===== config.mk =====
export PLATFORM = sky130hd
export DESIGN_NAME = iccm_fetch_master_flat
export DESIGN_NICKNAME = d
export VERILOG_FILES = /design/src/rtl/iccm_fetch_master_if.sv /design/src/rtl/iccm_fetch_master.sv /design/src/flat_wrapper.sv
export SDC_FILE = /design/constraint.sdc
export NUM_CORES = 1
export LEC_CHECK = 0
export CAP_MARGIN = 20
export CELL_PAD_IN_SITES_DETAIL_PLACEMENT = 0
export CELL_PAD_IN_SITES_GLOBAL_PLACEMENT = 1
export CORE_MARGIN = 1.5
export CORE_UTILIZATION = 39
export DETAILED_ROUTE_END_ITERATION = 7
export PLACE_DENSITY_LB_ADDON = 0.15
export SLEW_MARGIN = 20
export SYNTH_ARGS = -nofsm -noshare
export SYNTH_HDL_FRONTEND = slang
export SYNTH_SLANG_ARGS = --single-unit

===== constraint.sdc =====
create_clock -name aclk_i -period 6.85 [get_ports aclk_i]
set_input_delay 1.0275 -clock aclk_i [delete_from_list [all_inputs] [get_ports aclk_i]]
set_output_delay 1.0275 -clock aclk_i [all_outputs]
set_load 0.02 [all_outputs]

===== src/rtl/iccm_fetch_master_if.sv =====
// iccm_fetch_master_if: fetch request/response and AXI4 read-channel bundle.
interface iccm_fetch_master_if #(
   parameter int ADDR_W = 32,
   parameter int DATA_W = 32,
   parameter int ID_W   = 4
);
   logic              req_valid;
   logic              req_ready;
   logic [ADDR_W-1:0] req_addr;
   logic              rsp_valid;
   logic              rsp_ready;
   logic [DATA_W-1:0] rsp_data;
   logic              rsp_last;
   logic              rsp_err;
   logic              busy;
   logic [ADDR_W-1:0] m_axi_araddr;
   logic [1:0]        m_axi_arburst;
   logic [ID_W-1:0]   m_axi_arid;
   logic [7:0]        m_axi_arlen;
   logic [2:0]        m_axi_arsize;
   logic              m_axi_arvalid;
   logic              m_axi_arready;
   logic [DATA_W-1:0] m_axi_rdata;
   logic [ID_W-1:0]   m_axi_rid;
   logic              m_axi_rlast;
   logic [1:0]        m_axi_rresp;
   logic              m_axi_rvalid;
   logic              m_axi_rready;
   modport master (
      input  req_valid, req_addr, rsp_ready, m_axi_arready, m_axi_rdata, m_axi_rid,
             m_axi_rlast, m_axi_rresp, m_axi_rvalid,
      output req_ready, rsp_valid, rsp_data, rsp_last, rsp_err, busy, m_axi_araddr,
             m_axi_arburst, m_axi_arid, m_axi_arlen, m_axi_arsize, m_axi_arvalid, m_axi_rready
   );
   modport slave (
      output req_valid, req_addr, rsp_ready, m_axi_arready, m_axi_rdata, m_axi_rid,
             m_axi_rlast, m_axi_rresp, m_axi_rvalid,
      input  req_ready, rsp_valid, rsp_data, rsp_last, rsp_err, busy, m_axi_araddr,
             m_axi_arburst, m_axi_arid, m_axi_arlen, m_axi_arsize, m_axi_arvalid, m_axi_rready
   );
endinterface


===== src/rtl/iccm_fetch_master.sv =====
// iccm_fetch_master: fetches one ICCM line per request as an AXI4 INCR burst and streams it out
// through a 2-entry skid FIFO.
module iccm_fetch_master #(
   parameter int ADDR_W     = 32,
   parameter int DATA_W     = 32,
   parameter int ID_W       = 4,
   parameter int LINE_WORDS = 8,
   parameter int AXI_ID     = 0
) (
   input logic                aclk_i,
   input logic                areset_i,
   iccm_fetch_master_if.master bus
);
   localparam int CW  = $clog2(LINE_WORDS);
   localparam int OFF = $clog2(LINE_WORDS * 4);
   typedef enum logic [1:0] {IDLE, ADDR, DATA} state_e;
   state_e              state_q, state_d;
   logic [ADDR_W-1:0]   araddr_q, araddr_d;
   logic [CW-1:0]       cnt_q, cnt_d;
   logic                done_q, done_d;
   logic                wr_q, wr_d, rd_q, rd_d;
   logic [1:0]          fcnt_q, fcnt_d;
   logic [DATA_W+1:0]   mem_q [2];
   logic                push, pop, last_beat, beat_err;
   // Beat position comes from our own counter; the slave's rlast is only cross-checked.
   assign last_beat = cnt_q == CW'(LINE_WORDS - 1);
   assign beat_err  = (bus.m_axi_rresp != 2'b00) | (bus.m_axi_rid != ID_W'(AXI_ID)) |
                      (bus.m_axi_rlast != last_beat);
   assign push      = bus.m_axi_rvalid & bus.m_axi_rready;
   assign pop       = bus.rsp_valid & bus.rsp_ready;
   always_ff @(posedge aclk_i or posedge areset_i) begin
      if (areset_i) state_q <= IDLE;
      else          state_q <= state_d;
   end
   always_comb begin
      state_d = (state_q == IDLE && bus.req_valid)            ? ADDR :
                (state_q == ADDR && bus.m_axi_arready)        ? DATA :
                (state_q == DATA && pop && bus.rsp_last)      ? IDLE : state_q;
   end
   always_comb begin
      bus.req_ready     = state_q == IDLE;
      bus.busy          = state_q != IDLE;
      bus.m_axi_arvalid = state_q == ADDR;
      bus.m_axi_rready  = (state_q == DATA) & ~done_q & (fcnt_q != 2'd2);
      bus.m_axi_araddr  = araddr_q;
      bus.m_axi_arburst = 2'b01;
      bus.m_axi_arid    = ID_W'(AXI_ID);
      bus.m_axi_arlen   = 8'(LINE_WORDS - 1);
      bus.m_axi_arsize  = 3'b010;
      bus.rsp_valid     = fcnt_q != 2'd0;
      bus.rsp_data      = mem_q[rd_q][DATA_W+1:2];
      bus.rsp_last      = bus.rsp_valid & mem_q[rd_q][1];
      bus.rsp_err       = bus.rsp_valid & mem_q[rd_q][0];
   end
   always_comb begin
      araddr_d = (state_q == IDLE && bus.req_valid) ?
                 {bus.req_addr[ADDR_W-1:OFF], {OFF{1'b0}}} : araddr_q;
      cnt_d    = (state_q == ADDR) ? '0 : push ? cnt_q + 1'b1 : cnt_q;
      done_d   = (state_q == ADDR) ? 1'b0 : (push && last_beat) ? 1'b1 : done_q;
      wr_d     = wr_q ^ push;
      rd_d     = rd_q ^ pop;
      fcnt_d   = fcnt_q + {1'b0, push} - {1'b0, pop};
   end
   always_ff @(posedge aclk_i or posedge areset_i) begin
      if (areset_i) begin
         araddr_q <= '0;
         cnt_q    <= '0;
         done_q   <= 1'b0;
         wr_q     <= 1'b0;
         rd_q     <= 1'b0;
         fcnt_q   <= 2'd0;
         mem_q[0] <= '0;
         mem_q[1] <= '0;
      end else begin
         araddr_q <= araddr_d;
         cnt_q    <= cnt_d;
         done_q   <= done_d;
         wr_q     <= wr_d;
         rd_q     <= rd_d;
         fcnt_q   <= fcnt_d;
         if (push) mem_q[wr_q] <= {bus.m_axi_rdata, last_beat, beat_err};
      end
   end
endmodule


===== src/flat_wrapper.sv =====
// flat-port wrapper written by rule: the top's interface ports become plain ports
module iccm_fetch_master_flat 
#(
   parameter int ADDR_W     = 32,
   parameter int DATA_W     = 32,
   parameter int ID_W       = 4,
   parameter int LINE_WORDS = 8,
   parameter int AXI_ID     = 0
)
  (aclk_i, areset_i, bus_req_valid, bus_req_addr, bus_rsp_ready, bus_m_axi_arready, bus_m_axi_rdata, bus_m_axi_rid, bus_m_axi_rlast, bus_m_axi_rresp, bus_m_axi_rvalid, bus_req_ready, bus_rsp_valid, bus_rsp_data, bus_rsp_last, bus_rsp_err, bus_busy, bus_m_axi_araddr, bus_m_axi_arburst, bus_m_axi_arid, bus_m_axi_arlen, bus_m_axi_arsize, bus_m_axi_arvalid, bus_m_axi_rready);
  iccm_fetch_master_if #(.ADDR_W(ADDR_W), .DATA_W(DATA_W), .ID_W(ID_W)) bus_i ();
  input logic aclk_i;
  input logic areset_i;
  input wire logic [$bits(bus_i.req_valid)-1:0] bus_req_valid;
  input wire logic [$bits(bus_i.req_addr)-1:0] bus_req_addr;
  input wire logic [$bits(bus_i.rsp_ready)-1:0] bus_rsp_ready;
  input wire logic [$bits(bus_i.m_axi_arready)-1:0] bus_m_axi_arready;
  input wire logic [$bits(bus_i.m_axi_rdata)-1:0] bus_m_axi_rdata;
  input wire logic [$bits(bus_i.m_axi_rid)-1:0] bus_m_axi_rid;
  input wire logic [$bits(bus_i.m_axi_rlast)-1:0] bus_m_axi_rlast;
  input wire logic [$bits(bus_i.m_axi_rresp)-1:0] bus_m_axi_rresp;
  input wire logic [$bits(bus_i.m_axi_rvalid)-1:0] bus_m_axi_rvalid;
  output wire logic [$bits(bus_i.req_ready)-1:0] bus_req_ready;
  output wire logic [$bits(bus_i.rsp_valid)-1:0] bus_rsp_valid;
  output wire logic [$bits(bus_i.rsp_data)-1:0] bus_rsp_data;
  output wire logic [$bits(bus_i.rsp_last)-1:0] bus_rsp_last;
  output wire logic [$bits(bus_i.rsp_err)-1:0] bus_rsp_err;
  output wire logic [$bits(bus_i.busy)-1:0] bus_busy;
  output wire logic [$bits(bus_i.m_axi_araddr)-1:0] bus_m_axi_araddr;
  output wire logic [$bits(bus_i.m_axi_arburst)-1:0] bus_m_axi_arburst;
  output wire logic [$bits(bus_i.m_axi_arid)-1:0] bus_m_axi_arid;
  output wire logic [$bits(bus_i.m_axi_arlen)-1:0] bus_m_axi_arlen;
  output wire logic [$bits(bus_i.m_axi_arsize)-1:0] bus_m_axi_arsize;
  output wire logic [$bits(bus_i.m_axi_arvalid)-1:0] bus_m_axi_arvalid;
  output wire logic [$bits(bus_i.m_axi_rready)-1:0] bus_m_axi_rready;
  assign bus_i.req_valid = bus_req_valid;
  assign bus_i.req_addr = bus_req_addr;
  assign bus_i.rsp_ready = bus_rsp_ready;
  assign bus_i.m_axi_arready = bus_m_axi_arready;
  assign bus_i.m_axi_rdata = bus_m_axi_rdata;
  assign bus_i.m_axi_rid = bus_m_axi_rid;
  assign bus_i.m_axi_rlast = bus_m_axi_rlast;
  assign bus_i.m_axi_rresp = bus_m_axi_rresp;
  assign bus_i.m_axi_rvalid = bus_m_axi_rvalid;
  assign bus_req_ready = bus_i.req_ready;
  assign bus_rsp_valid = bus_i.rsp_valid;
  assign bus_rsp_data = bus_i.rsp_data;
  assign bus_rsp_last = bus_i.rsp_last;
  assign bus_rsp_err = bus_i.rsp_err;
  assign bus_busy = bus_i.busy;
  assign bus_m_axi_araddr = bus_i.m_axi_araddr;
  assign bus_m_axi_arburst = bus_i.m_axi_arburst;
  assign bus_m_axi_arid = bus_i.m_axi_arid;
  assign bus_m_axi_arlen = bus_i.m_axi_arlen;
  assign bus_m_axi_arsize = bus_i.m_axi_arsize;
  assign bus_m_axi_arvalid = bus_i.m_axi_arvalid;
  assign bus_m_axi_rready = bus_i.m_axi_rready;
  iccm_fetch_master #(.ADDR_W(ADDR_W), .DATA_W(DATA_W), .ID_W(ID_W), .LINE_WORDS(LINE_WORDS), .AXI_ID(AXI_ID)) u_core (.aclk_i(aclk_i), .areset_i(areset_i), .bus(bus_i));
endmodule

==> results of run 1 <==
[routing by layer]
| layer | vias to the layer above | part of all wire [%] | wire (um) | global-route usage [%] |
|---|---|---|---|---|
| li1 | 1334 | - | - | - |
| met1 | 1457 | 44 | 4170 | 19.7 |
| met2 | 80 | 50 | 4770 | 25.3 |
| met3 | 5 | 5.6 | 536 | 5.53 |
| met4 | 0 | 0.92 | 88 | 3.75 |
| met5 | - | 0 | 0 | 0 |
[cells in the mapped netlist, drive strengths merged]
cell type    n
mux2       127
dfrtp      105
buf         34
inv          8
nor2         7
xnor2        5
ha           4
nand3        4
mux2i        3
nand2        3
nand2b       3
o21ai        3
a21oi        2
clkbuf       2
conb         2
a21o         1
a22o         1
and2         1
and4bb       1
nand4bb      1
nor2b        1
nor3         1
nor4         1
nor4b        1
[power groups by stage]
stage / clock [mW] / combinational (mW) / sequential, mW
6_report: 0.533 / 1.68 / 1.14
4_1_cts: 0.551 / 1.71 / 1.14
3_3_place_gp: 0 / 1.68 / 1.13
2_1_floorplan: 0 / 1.02 / 1.17
5_1_grt: 0.575 / 1.78 / 1.19
3_5_place_dp: 0 / 1.70 / 1.15
[worst reg2reg max path, delay by kind of cell, from the launching register on]
family,cells,cell delay (ns)
AND/OR/NAND/NOR,2,0.64
adder cells (fa/ha/maj),1,0.94
flip-flops,1,0.45
multiplexers,1,0.44
[path summary, 6_finish.rpt]
path | to | slack, ns
worst max-delay path | bus_rsp_last | 3.46
worst min-delay path | u_core.bus.m_axi_araddr[6]$_DFFE_PP0P_ | 0.49
worst max register to register | u_core.mem_q[48]$_DFFE_PP0P_ | 4.26
worst min register to register | u_core.bus.m_axi_araddr[6]$_DFFE_PP0P_ | 0.49
max in group asynchronous | u_core.rd_q$_DFF_PP0_ | 4.58
min in group asynchronous | u_core.mem_q[14]$_DFFE_PP0P_ | 1.12
[area by class of cell]
type,count,share of cell area (%)
sequential,105,40.6
multi-input combinational,192,29.9
timing repair buffer,139,21.4
clock buffer,14,4.23
tap,147,2.84
clock inverter,2,0.541
inverter,8,0.502
[cells by family (layout without fill, tap and decap cells)]
group / after synthesis / count (layout) / share of synthesized area (%)
buffers and inverters: 44 / 163 / 6.27
AND/OR/NAND/NOR: 24 / 24 / 3.03
XOR/XNOR: 5 / 5 / 0.915
AO/OA/AOI/OAI: 7 / 7 / 0.862
other: 2 / 22 / 0.157
flip-flops: 105 / 105 / 54.9
adder cells (fa/ha/maj): 4 / 4 / 1.05
multiplexers: 130 / 130 / 32.8
[metrics by stage]
stage               utilization (%)  total power, mW
floorplan                         -             2.19
global placement               51.4             2.82
global route                   53.9             3.55
CTS                            53.9             3.40
detailed placement             51.4             2.85
finish                         53.9             3.35
[state kept, by name, indices dropped and copies added, names as in the netlist]
signal	cells
u_core.fcnt_q	2
u_core.done_q	1
u_core.wr_q	1
u_core.cnt_q	3
u_core.rd_q	1
u_core.state_q	2
u_core.bus.m_axi_araddr	27
u_core.mem_q	68
==> flow_metrics.tcl, run 1 <==
set metrics [dict create \
    worst_ep_required_time_ns 5.82 \
    p_leak_nw 2.84 \
    status "finished, final reports clean" \
    seq_area_frac_synth_pct 54.9 \
    final_common_cell "clkdlybuf4s50_1" \
    die_height_um 114 \
    nets 536 \
    timing.rr.start "u_core.state_q[0]$_DFFE_PP0P_" \
    firstDrtPassIters 4 \
    multiInputGateArea_um2 1940 \
    yosysWarnings 0 \
    placed_area_um2 6170 \
    slew_viol_final 0 \
    synth.top_cells.by_area "dfrtp_1 55%, mux2_2 23%, mux2_4 9.4%, buf_4 3.4%, buf_6 1.4%" \
    netlist_area_um2 4790 \
    arrival_ns 2.36 \
    clock_latency_ns 0.35 \
    rows 40 \
    clock_power_share_pct 15.9 \
    die-width_um 114 \
    clk_pin_slew_ns 0.07 \
    fillers 1032 \
    dp_slack_ns 3.26 \
    slew_headroom_pct 36.0 \
    fin_tns_setup_ns 0 \
    core_um2 12000 \
    grt_pass1_wl_mm 15.5 \
    gp_congestion 0.706 \
    drive_gt1_share_pct 31.7 \
    final_cell_mix "137 x clkdlybuf4s50_1, 104 x dfrtp_1, 96 x mux2_2" \
    die_area_um2 13000 \
    portBuffers 137 \
    fin_worst_skew_ns 0.00321 \
    min_path_type "flip-flop to flip-flop" \
    grt.total_usage_pct 15.5 \
    synth-seq-cells 105 \
    rsz0062_at_grt "false" \
    path_max_fanout 35 \
    cts_max_path_buffers 2 \
    clock_sinks 105 \
    setup_viol 0 \
    intPower_mw 2.22 \
    drt_first_iter_violations 92 \
    ctsResizeCount 0 \
    post-route-period-util_pct 49.5 \
    fin_ws_ns 3.46 \
    hold_path_depth 1 \
    via_per_inst 4.74 \
    synth_top_area_share_pct 54.9 \
    worstMarginPinSlew_ns 0.959 \
    hold_path.startpoint "u_core.bus.m_axi_araddr[6]$_DFFE_PP0P_" \
    startpoint_type "flip-flop" \
    end_kind "primary output" \
    cts_root_buffer "clkbuf_16" \
    cts_tree "built" \
    fmaxAchievable_ghz 0.295 \
    powerDensity_nw_per_um2 517 \
    yosys.area.top_type "dfrtp_1" \
    wl_per_cell_um 15.8 \
    crit_cells 3 \
    dp_hpwl_mm 6.41 \
    switching_share_pct 33.6 \
    synth_area_per_cell_um2 14.9 \
    slowest_delay_ns 0.97 \
    path_delay_family "flip-flops" \
    path_class "flip-flop to primary output" \
    p_switching_mw 1.12 \
    io_pins 165 \
    antenna_found_initial 0 \
    postCtsSetupRepairBufs 0 \
    ant_nets 0 \
    antenna_cells 0 \
    combPwrFrac_pct 50.1 \
    holdWs_ns 0.489 \
    startpoint "u_core.rd_q$_DFF_PP0_" \
    dp.cells 591 \
    r2r_cells 4 \
    floorplan.initialDensity_pct 39.9 \
    area_delta_synth_final_pct 35.3 \
    crit_path_cell_trace "mux2i_1 -> nor2_1 -> clkdlybuf4s50_1" \
    crit_buf_inv 1 \
    cts_buffers 9 \
    drc 0 \
    cp_slowest_cell "dfrtp_2" \
    power_frac_seq_pct 34.0 \
    num_vias 2876 \
    final_cells 607 \
    grt_max_degree 56 \
    wl_mm 9.57 \
    synth_cell_types 29 \
    ir_worst_vdd_v 0.000210 \
    maxCapViolations 0 \
    hold_viol_final 0 \
    period_needed_ns 3.39 \
    htree_levels 3 \
    overflow 0 \
    seqCellArea_um2 2630 \
    cts.hold.buffers_added 0 \
    grt_pass1_vias 3045 \
    synthCells 321 \
    finalInstanceArea_um2 6480 \
]
Power figures use the tool's default switching activity.
==> run 2, diff against run 1 <==
--- a/config.mk
+++ b/config.mk
@@ -9,7 +9,7 @@
 export CELL_PAD_IN_SITES_DETAIL_PLACEMENT = 0
 export CELL_PAD_IN_SITES_GLOBAL_PLACEMENT = 1
 export CORE_MARGIN = 1.5
-export CORE_UTILIZATION = 39
+export CORE_UTILIZATION = 36
 export DETAILED_ROUTE_END_ITERATION = 7
 export PLACE_DENSITY_LB_ADDON = 0.15
 export SLEW_MARGIN = 20
==> constraint.sdc (replaced) <==
create_clock -name aclk_i -period 3.5 [get_ports aclk_i]
set_input_delay 0.525 -clock aclk_i [delete_from_list [all_inputs] [get_ports aclk_i]]
set_output_delay 0.525 -clock aclk_i [all_outputs]
set_load 0.02 [all_outputs]
==> flow_metrics.tcl, run 2 (same netlist as run 1, synthesis figures left out) <==
set metrics [dict create \
    crit_cells 3 \
    powerDensity_nw_per_um2 992 \
    clock_sinks 105 \
    core_um2 12800 \
    cts_buffers 9 \
    fillers 1149 \
    fin_worst_skew_ns 0.00535 \
    post-route-period-util_pct 76.7 \
    period_needed_ns 2.68 \
    drc 0 \
    via_per_inst 4.53 \
    firstDrtPassIters 4 \
    io_pins 165 \
    path_delay_family "buffers and inverters" \
    overflow 0 \
    rows 41 \
    fmaxAchievable_ghz 0.373 \
    clk_pin_slew_ns 0.06 \
    dp_hpwl_mm 7.02 \
    reg2reg_to "u_core.mem_q[38]$_DFFE_PP0P_" \
    holdWs_ns 0.486 \
    worst_ep_required_time_ns 2.97 \
    drt_first_iter_violations 60 \
    postCtsSetupRepairBufs 0 \
    regMostFlops "u_core.mem_q" \
    path_class "flip-flop to primary output" \
    ir_worst_vdd_v 0.000420 \
    crit_path_cell_trace "buf_12 -> mux2_2 -> clkdlybuf4s50_1" \
    largest_reg_flops 68 \
    antenna_found_initial 0 \
    ctsResizeCount 0 \
    hold_viol_final 0 \
    clock_latency_ns 0.34 \
    grt_pass1_vias 3124 \
    grt.total_usage_pct 15.1 \
    cp-endpoint "bus_rsp_data[8]" \
    grt-busiest-layer "met2" \
    portBuffers 137 \
    drive_gt1_share_pct 32.5 \
    slowest_delay_ns 0.65 \
    cts_tree "built" \
    slew_viol_final 0 \
    setup_viol 0 \
    cts_max_path_buffers 2 \
    gp_congestion 0.745 \
    ant_nets 0 \
    cp_slowest_cell "dfrtp_2" \
    htree_levels 3 \
    die-width_um 118 \
    area_delta_synth_final_pct 37.1 \
    floorplan.initialDensity_pct 37.5 \
    grt_pass1_wl_mm 16.4 \
    fin_tns_setup_ns 0 \
    timing.rr.start "u_core.state_q[0]$_DFFE_PP0P_" \
    arrival_ns 2.16 \
    use_met2_pct 25.6 \
    rsz0062_at_grt "false" \
    grt_max_degree 50 \
    wl_per_cell_um 15.7 \
    end_kind "primary output" \
    cts_root_buffer "clkbuf_16" \
    p_leak_nw 2.87 \
    crit_buf_inv 2 \
    grt_use_met3_pct 4.73 \
    maxCapViolations 0 \
    wl_mm 10.0 \
    r2r_slack_ns 1.46 \
    die_height_um 118 \
    status "finished, final reports clean" \
    r2r_cells 5 \
    final_cell_mix "137 x clkdlybuf4s50_1, 104 x dfrtp_1, 96 x mux2_2" \
    grt_use_met1_pct 18.6 \
    fin_total_pwr_mw 6.51 \
    cts.hold.buffers_added 0 \
    startpoint_type "flip-flop" \
    nets 541 \
    path_max_fanout 20 \
    num_vias 2886 \
    die_area_um2 14000 \
    final_common_cell "clkdlybuf4s50_1" \
    min_path_type "flip-flop to flip-flop" \
    startpoint "u_core.rd_q$_DFF_PP0_" \
    antenna_cells 0 \
]
-- run 2: cell types whose count changed in the layout (fill, tap and decap cells not counted), sizes merged --
| cell | before | now |
|---|---|---|
| clkbuf | 14 | 13 |
| buf | 2 | 7 |
| bufinv | 1 | 0 |
| clkinv | 1 | 3 |
-- run 2: layer usage --
layer  vias to the layer above  wire length [um]
met5                         -                 0
met4                         0                43
met3                         2               474
met2                        80              5110
met1                      1457              4370
li1                       1347                 -
-- run 2: worst min path at each step --
stage | cells past startpoint | slack [ns] | end | from
2_1_floorplan | 1 | 0.45 | u_core.cnt_q[0]$_DFFE_PP0P_ | u_core.cnt_q[0]$_DFFE_PP0P_
3_3_place_gp | 1 | 0.47 | u_core.bus.m_axi_araddr[6]$_DFFE_PP0P_ | u_core.bus.m_axi_araddr[6]$_DFFE_PP0P_
3_5_place_dp | 1 | 0.49 | u_core.cnt_q[0]$_DFFE_PP0P_ | u_core.cnt_q[0]$_DFFE_PP0P_
4_1_cts | 1 | 0.50 | u_core.cnt_q[0]$_DFFE_PP0P_ | u_core.cnt_q[0]$_DFFE_PP0P_
5_1_grt | 1 | 0.51 | u_core.cnt_q[0]$_DFFE_PP0P_ | u_core.cnt_q[0]$_DFFE_PP0P_
6_report | 1 | 0.49 | u_core.cnt_q[0]$_DFFE_PP0P_ | u_core.cnt_q[0]$_DFFE_PP0P_
-- run 2: area by class of cell --
type / instances / area, um2 / area share (%)
sequential: 105 / 2630 / 40.0
multi-input combinational: 192 / 1940 / 29.5
timing repair buffer: 144 / 1470 / 22.5
clock buffer: 13 / 260 / 3.96
tap: 172 / 215 / 3.28
inverter: 8 / 32.5 / 0.496
clock inverter: 3 / 15.0 / 0.229
-- run 2: report_power, final --
| group | internal [mW] | switching [mW] |
|---|---|---|
| logic | 1.96 | 1.43 |
| registers | 1.83 | 0.358 |
| clock network | 0.518 | 0.417 |
| total | 4.30 | 2.21 |
-- run 2: metrics by stage --
stage / std cells / setup slack (ns) / util [%] / cell area, um2
2_1_floorplan: 341 / 0.214 / - / 4860
3_3_place_gp: 621 / 1.01 / 49.2 / 6290
3_5_place_dp: 621 / 1.01 / 49.2 / 6290
4_1_cts: 637 / 0.772 / 51.4 / 6560
5_1_grt: 637 / 0.737 / 51.4 / 6560
6_report: 637 / 0.817 / 51.4 / 6560
==> run 3, diff against run 2 <==
--- a/config.mk
+++ b/config.mk
@@ -9,7 +9,7 @@
 export CELL_PAD_IN_SITES_DETAIL_PLACEMENT = 0
 export CELL_PAD_IN_SITES_GLOBAL_PLACEMENT = 1
 export CORE_MARGIN = 1.5
-export CORE_UTILIZATION = 36
+export CORE_UTILIZATION = 33
 export DETAILED_ROUTE_END_ITERATION = 7
 export PLACE_DENSITY_LB_ADDON = 0.15
 export SLEW_MARGIN = 20
==> constraint.sdc (replaced) <==
create_clock -name aclk_i -period 2.3 [get_ports aclk_i]
set_input_delay 0.345 -clock aclk_i [delete_from_list [all_inputs] [get_ports aclk_i]]
set_output_delay 0.345 -clock aclk_i [all_outputs]
set_load 0.02 [all_outputs]
==> flow_metrics.tcl, run 3 (same netlist as run 1, synthesis figures left out) <==
set metrics [dict create \
    status "finished, final reports clean" \
    path_class "flip-flop to primary output" \
    slew_headroom_pct 66.5 \
    clock_sinks 105 \
    antenna_found_initial 0 \
    switching_share_pct 33.5 \
    r2r_slack_ns 0.45 \
    crit_path_cell_trace "buf_12 -> mux2_2 -> clkdlybuf4s50_1" \
    final_common_cell "clkdlybuf4s50_1" \
    cp_slowest_cell "clkdlybuf4s50_1" \
    slew_viol_final 0 \
    io_pins 165 \
    clk_pin_slew_ns 0.07 \
    die_height_um 123 \
    drive_gt1_share_pct 33.3 \
    fin_tns_setup_ns 0 \
    largest_reg_flops 68 \
    p_switching_mw 3.37 \
    dp_slack_ns 0.207 \
    startpoint_type "flip-flop" \
    power_frac_seq_pct 32.5 \
    gp_congestion 0.701 \
    clock_power_share_pct 15.0 \
    hold_viol_final 0 \
    rsz0062_at_grt "false" \
    wl_per_cell_um 15.4 \
    ant_nets 0 \
    arrival_ns 1.87 \
    r2r_cells 4 \
    worstMarginPinSlew_ns 0.501 \
    combPwrFrac_pct 52.5 \
    core_um2 14000 \
    setup_viol 0 \
    regMostFlops "u_core.mem_q" \
    cts_max_path_buffers 2 \
    path_max_fanout 22 \
    timing.rr.start "u_core.state_q[0]$_DFFE_PP0P_" \
    firstDrtPassIters 4 \
    via_per_inst 4.46 \
    path_delay_family "buffers and inverters" \
    cts_tree "built" \
    num_vias 2897 \
    clock_latency_ns 0.34 \
    drc 0 \
    post-route-period-util_pct 96.5 \
    end_kind "primary output" \
    grt_max_degree 35 \
    nets 547 \
    intPower_mw 6.68 \
    rows 43 \
    grt_pass1_vias 3082 \
    slowest_delay_ns 0.56 \
    die_area_um2 15200 \
    fin_worst_skew_ns 0.00589 \
    min_path_type "input port to asynchronous set/reset pin" \
    grt_pass1_wl_mm 15.7 \
    cts_buffers 9 \
    die-width_um 123 \
    area_delta_synth_final_pct 39.3 \
    powerDensity_nw_per_um2 1510 \
    final_cell_mix "135 x clkdlybuf4s50_1, 104 x dfrtp_1, 96 x mux2_2" \
    wl_mm 10.0 \
    grt.total_usage_pct 13.8 \
    cts.hold.buffers_added 0 \
    cts_root_buffer "clkbuf_16" \
    fin_ws_ns 0.0801 \
    drt_first_iter_violations 85 \
    period_needed_ns 2.22 \
    portBuffers 137 \
    maxCapViolations 0 \
    dp_hpwl_mm 7.22 \
    floorplan.initialDensity_pct 34.1 \
    reg2reg_to "u_core.bus.m_axi_araddr[26]$_DFFE_PP0P_" \
    ir_worst_vdd_v 0.000536 \
    antenna_cells 0 \
    fmaxAchievable_ghz 0.450 \
    worst_ep_required_time_ns 1.96 \
    htree_levels 3 \
    crit_buf_inv 2 \
    overflow 0 \
    p_leak_nw 2.92 \
]
## run 3: cell count changes in the layout (fill, tap and decap cells not counted), sizes merged, moves of 2 or more
cell,delta
buf,+6
clkbuf,-2
clkdlybuf4s50,-2
clkinv,-2
clkinvlp,+2
## run 3: power groups by stage
stage,sequential [mW],clock (mW),combinational [mW]
after floorplan,3.47,0,3.05
after global placement,3.28,0,5.29
after detailed placement,3.32,0,5.34
after CTS,3.28,1.58,5.39
after global routing,3.40,1.65,5.64
final,3.27,1.50,5.28
## run 3: metal layers
metal,global-route usage (%),share of wire (%)
met3,4.57,4.8
met5,0,0
met1,16.8,43
met4,3.88,1.4
met2,23.3,50
## run 3: worst max-delay path by stage
stage	from	endpoint	slack, ns	depth (start not counted)
after detailed placement	bus_m_axi_rvalid	u_core.mem_q[66]$_DFFE_PP0P_	0.21	6
after global routing	u_core.rd_q$_DFF_PP0_	bus_rsp_err	0.005	4
after global placement	bus_m_axi_rvalid	u_core.mem_q[49]$_DFFE_PP0P_	0.21	6
after CTS	u_core.rd_q$_DFF_PP0_	bus_rsp_last	0.03	4
final	u_core.rd_q$_DFF_PP0_	bus_rsp_data[28]	0.08	3
after floorplan	u_core.state_q[0]$_DFFE_PP0P_	u_core.mem_q[36]$_DFFE_PP0P_	0.27	6
## run 3: area by class of cell
cell class / count / area, um2
timing repair buffer: 150 / 1560
clock inverter: 3 / 42.5
tap: 180 / 225
multi-input combinational: 192 / 1940
clock buffer: 11 / 243
inverter: 8 / 33.8
sequential: 105 / 2630
fill: 1264 / 7370
## run 3: timing repair
| action | CTS | global route |
|---|---|---|
| hold endpoints to repair | 0 | 0 |
| gates resized for setup | 1 | 1 |
| setup endpoints to repair | 31 | 1 |
| buffers inserted | 1 | 0 |
## run 3: stage by stage
stage               hold WS [ns]  std cells  area [um2]  utilization (%)  total power [mW]
floorplan                  0.455        341        4870                -              6.53
global placement           0.470        634        6370             45.4              8.56
detailed placement         0.478        634        6370             45.4              8.66
CTS                        0.379        649        6670             47.5              10.2
global route               0.418        649        6670             47.5              10.7
finish                     0.374        649        6670             47.5              10.0
==> RTL edit 1 (flow settings as in run 2) <==
The 3 states of `state_e` get a one-hot encoding in 3 bits.
--- a/src/rtl/iccm_fetch_master.sv
+++ b/src/rtl/iccm_fetch_master.sv
@@ -13,7 +13,7 @@
 );
    localparam int CW  = $clog2(LINE_WORDS);
    localparam int OFF = $clog2(LINE_WORDS * 4);
-   typedef enum logic [1:0] {IDLE, ADDR, DATA} state_e;
+   typedef enum logic [2:0] {IDLE = 3'b001, ADDR = 3'b010, DATA = 3'b100} state_e;
    state_e              state_q, state_d;
    logic [ADDR_W-1:0]   araddr_q, araddr_d;
    logic [CW-1:0]       cnt_q, cnt_d;
Behaviour: no difference found for any inputs over 10 cycles, from zero or initial values and one cycle with areset_i high; not proved beyond that.
==> RTL edit 1 against run 2 <==
  * Maximum frequency grew 0.24%
  * Worst setup slack better by 0.0064 ns
  * Routed wire length is 2.0% lower
  * Sequential cell count up 1
  * Final cell count stayed put
  * Synthesized cell count is 0.93% higher
  * Design area shrank 0.29%
  * Sequential share of layout area rose by 0.52 points
  * Non-clock buffer count shrank 1
  * Area after synthesis down 1.8%
  * Power shrank 0.36%
==> RTL edit 1: results (changes against run 2) <==
| Metric | Value |
|---|---|
| Synth Area in Adders | 0.0160 (was 0.0105) |
| Area after DPL | 6200 µm² (was 6290 µm²) |
| Top cells by count, synth | 105 x dfrtp_1, 91 x mux2_2, 35 x mux2_1, 23 x buf_4, 11 x buf_2 (was 105 x dfrtp_1, 96 x mux2_2, 30 x mux2_4, 22 x buf_4, 8 x inv_1) |
| Main synth FF type | dfrtp_1 (unchanged) |
| NetSw | 2.18 mW (was 2.21 mW) |
| Routed WL per cell | 15.4 µm (was 15.7 µm) |
| Cells after DPL | 621 (unchanged) |
| Syn_area_per_cell | 14.5 µm² (was 14.9 µm²) |
| Tot Pwr | 6.49 mW (was 6.51 mW) |
| Post-synthesis cell type count | 34 (was 29) |
| All-Layer GR Usage | 0.151 (about the same) |
| WHS Endpoint | u_core.mem_q[29]$_DFFE_PP0P_ (was u_core.cnt_q[0]$_DFFE_PP0P_) |
| VDD IR-drop max | 0.504 mV (was 0.420 mV) |
| Crit Reg-Reg Endpoint | u_core.mem_q[23]$_DFFE_PP0P_ (was u_core.mem_q[38]$_DFFE_PP0P_) |
| Post-Synth XOR/XNOR Area | 0.00745 (was 0.00915) |
| Synth top area cells | dfrtp_1 56%, mux2_2 22%, mux2_1 8.4% (was dfrtp_1 55%, mux2_2 23%, mux2_4 9.4%) |
| IO buf count | 137 (unchanged) |
| Worst hold slack | 0.484 ns (was 0.486 ns) |
| H-tree depth | 3 (unchanged) |
| Max Clock Skew | 0.00686 ns (was 0.00535 ns) |
| R2r setup slk | 1.35 ns (was 1.46 ns) |
| Mux cell area share after synthesis | 0.306 (was 0.328) |
| Iter 0 DRT Violations | 80 (was 60) |
| Vias in the first global route | 3138 (was 3124) |
| Nets@finish | 543 (was 541) |
| Pre-CTS WS | 0.837 ns (was 1.01 ns) |
| Pleak | 2.79 nW (was 2.87 nW) |
| RePlAce Congestion | 0.671 (was 0.745) |
| Outcome | complete, no violations (unchanged) |
| Synth Area in Compound Gates | 0.0130 (was 0.00862) |
| Layout cells sized above 1 | 0.262 (was 0.325) |
| FF-to-FF Start | u_core.state_q[1]$_DFFE_PP0P_ (was u_core.state_q[0]$_DFFE_PP0P_) |
| Global-route wire length before repair | 15600 µm (was 16400 µm) |
| Hold path startpoint | u_core.mem_q[29]$_DFFE_PP0P_ (was u_core.cnt_q[0]$_DFFE_PP0P_) |
| Hpwl dp | 6720 µm (was 7020 µm) |
| Post-synthesis sequential area ratio | 0.565 (was 0.549) |
RTL edit 1: area by class of cell:
class / instances / area (µm²)
clock buffer: 13 / 280
inverter: 9 / 36.3
timing repair buffer: 143 / 1450
clock inverter: 3 / 68.8
fill: 1107 / 6130
sequential: 106 / 2660
tap: 172 / 215
multi-input combinational: 191 / 1840
RTL edit 1: kinds of logic (layout without fill, tap and decap cells):
logic type	count (synthesis)	count (layout)
xor+xnor	4	4
flops	106	106
compound gates	9	9
mux	128	128
simple gates	22	22
fa+ha+maj	6	6
other cells	2	22
buf+inv	47	168
RTL edit 1: worst max-delay path, cell delays in order (launching register included):
cell and delay (ns):
dfrtp_2 0.65, buf_12 0.24, mux2_2 0.35, clkdlybuf4s50_1 0.56
RTL edit 1: worst max path at each step:
stage / startpoint / slack (ns) / end / depth (start not counted)
floorplan: areset_i / 0.19 / u_core.bus.m_axi_araddr[10]$_DFFE_PP0P_ / 1
global placement: bus_m_axi_rvalid / 0.88 / u_core.mem_q[28]$_DFFE_PP0P_ / 6
detailed placement: bus_m_axi_rvalid / 0.84 / u_core.mem_q[16]$_DFFE_PP0P_ / 6
CTS: u_core.rd_q$_DFF_PP0_ / 0.77 / bus_rsp_data[16] / 3
global route: u_core.rd_q$_DFF_PP0_ / 0.73 / bus_rsp_data[3] / 3
finish: u_core.rd_q$_DFF_PP0_ / 0.82 / bus_rsp_data[3] / 3
RTL edit 1: routing by layer:
layer	track usage	part of all wire	vias to the layer above
met3	0.0608	0.076	14
met2	0.246	0.48	93
met4	0.0554	0.014	0
li1	-	-	1357
met5	0	0	-
met1	0.182	0.43	1422
==> RTL edit 2 (config.mk and constraints of run 2) <==
Made on the original files. `DATA_W` is set to 32 in 3 places; all go to 36.
--- a/src/rtl/iccm_fetch_master_if.sv
+++ b/src/rtl/iccm_fetch_master_if.sv
@@ -1,7 +1,7 @@
 // iccm_fetch_master_if: fetch request/response and AXI4 read-channel bundle.
 interface iccm_fetch_master_if #(
    parameter int ADDR_W = 32,
-   parameter int DATA_W = 32,
+   parameter int DATA_W = 36,
    parameter int ID_W   = 4
 );
    logic              req_valid;
--- a/src/rtl/iccm_fetch_master.sv
+++ b/src/rtl/iccm_fetch_master.sv
@@ -2,7 +2,7 @@
 // through a 2-entry skid FIFO.
 module iccm_fetch_master #(
    parameter int ADDR_W     = 32,
-   parameter int DATA_W     = 32,
+   parameter int DATA_W     = 36,
    parameter int ID_W       = 4,
    parameter int LINE_WORDS = 8,
    parameter int AXI_ID     = 0
--- a/src/flat_wrapper.sv
+++ b/src/flat_wrapper.sv
@@ -2,7 +2,7 @@
 module iccm_fetch_master_flat 
 #(
    parameter int ADDR_W     = 32,
-   parameter int DATA_W     = 32,
+   parameter int DATA_W     = 36,
    parameter int ID_W       = 4,
    parameter int LINE_WORDS = 8,
    parameter int AXI_ID     = 0
Interface: changed (resized bus_m_axi_rdata and bus_rsp_data); port bits go from 165 to 173. The function was not compared with the original's and may differ.
==> RTL edit 2 against run 2 <==
  * Design area grew 12%
  * Sequential cell count grew 8
  * Worst hold slack lost 0.066 ns
  * Critical path depth is the same
  * Combinational power grew 5%
  * Power grew 20%
  * Core utilization grew 1.7 points
  * Area after synthesis grew 5.9%
  * Maximum frequency shrank 3.6%
  * Worst setup slack lost 0.10 ns
  * Routed wire length grew 6.2%
==> RTL edit 2: results (changes against run 2) <==
| Metric | Value |
|---|---|
| GR Util met3 | 0.0496 (was 0.0473) |
| IO buf count | 145 (was 137) |
| M1 GR Usage | 0.185 (was 0.186) |
| Post-synthesis cell type count | 30 (was 29) |
| Worst Hold Class | input pin to asynchronous set/reset pin (was flop to flop) |
| Hpwl dp | 7200 µm (was 7020 µm) |
| Outcome | complete, no violations (unchanged) |
| Post-synthesis sequential area ratio | 0.558 (was 0.549) |
| Worst Setup EP | bus_rsp_data[31] (was bus_rsp_data[8]) |
| Max reg flops | 76 (was 68) |
| Num CTS Buffers | 17 (was 9) |
| Routed met3 length | 598 µm (was 474 µm) |
| Crit Reg-Reg Endpoint | u_core.mem_q[31]$_DFFE_PP0P_ (was u_core.mem_q[38]$_DFFE_PP0P_) |
| H-tree depth | 4 (was 3) |
| Synth top area cells | dfrtp_1 56%, mux2_2 26%, mux2_4 5.6% (was dfrtp_1 55%, mux2_2 23%, mux2_4 9.4%) |
| Pre-CTS WS | 1.05 ns (was 1.01 ns) |
| Area after DPL | 6660 µm² (was 6290 µm²) |
| All-Layer GR Usage | 0.156 (was 0.151) |
| Iter 0 DRT Violations | 83 (was 60) |
| RePlAce Congestion | 0.627 (was 0.745) |
| Via-per-instance ratio | 4.57 (was 4.53) |
| Cells after DPL | 659 (was 621) |
| Filler cells | 1195 (was 1149) |
| Layout cells sized above 1 | 0.365 (was 0.325) |
| Met1 wire length | 4490 µm (was 4370 µm) |
| Vias in the first global route | 3501 (was 3124) |
| Worst Path Max Fanout | 24 (was 20) |
| WP data arrival | 2.26 ns (was 2.16 ns) |
| Worst hold slack | 0.419 ns (was 0.486 ns) |
| Max Clock Skew | 0.00547 ns (was 0.00535 ns) |
| Pleak | 3.14 nW (was 2.87 nW) |
| Multi-input logic area | 2010 µm² (was 1940 µm²) |
| Vias | 3160 (was 2886) |
| Metal2 WL | 5340 µm (was 5110 µm) |
| Met2 Usage GRT | 0.257 (was 0.256) |
| Top cells by count, synth | 118 x mux2_2, 113 x dfrtp_1, 22 x buf_4, 19 x mux2_4, 11 x inv_1 (was 105 x dfrtp_1, 96 x mux2_2, 30 x mux2_4, 22 x buf_4, 8 x inv_1) |
| Worst-Skew Late Latency | 0.41 ns (was 0.34 ns) |
| Global-route wire length before repair | 17400 µm (was 16400 µm) |
[RTL edit 2: cells by family after synthesis]
group / share of synthesized area
AOI/OAI and AO/OA: 0.00839
xor gates and xnor gates: 0.00691
adders and majority gates: 0.0148
buffers and inverters: 0.0612
DFF: 0.558
muxes: 0.328
other: 0.00148
and+or+nand+nor: 0.0215
[RTL edit 2: cell type report]
type                       instances  share of cell area
clock inverter                    11              0.0249
clock buffer                      21              0.0641
timing repair buffer             156               0.214
tap                              180              0.0307
sequential                       113               0.386
multi-input combinational        200               0.274
inverter                          11             0.00614
[RTL edit 2: worst reg2reg max path, stage by stage (launching register included)]
cell,delay [ns]
dfrtp_1,0.44
nand3b_1,0.20
nor3_2,0.23
ha_2,0.24
buf_4,0.34
mux2_2,0.39
[RTL edit 2: where the power goes]
group          internal [mW]  total (mW)  switching (mW)
clock                   1.31        1.89           0.577
combinational           2.03        3.55            1.52
sequential              1.98        2.35           0.375
total                   5.32        7.79            2.47
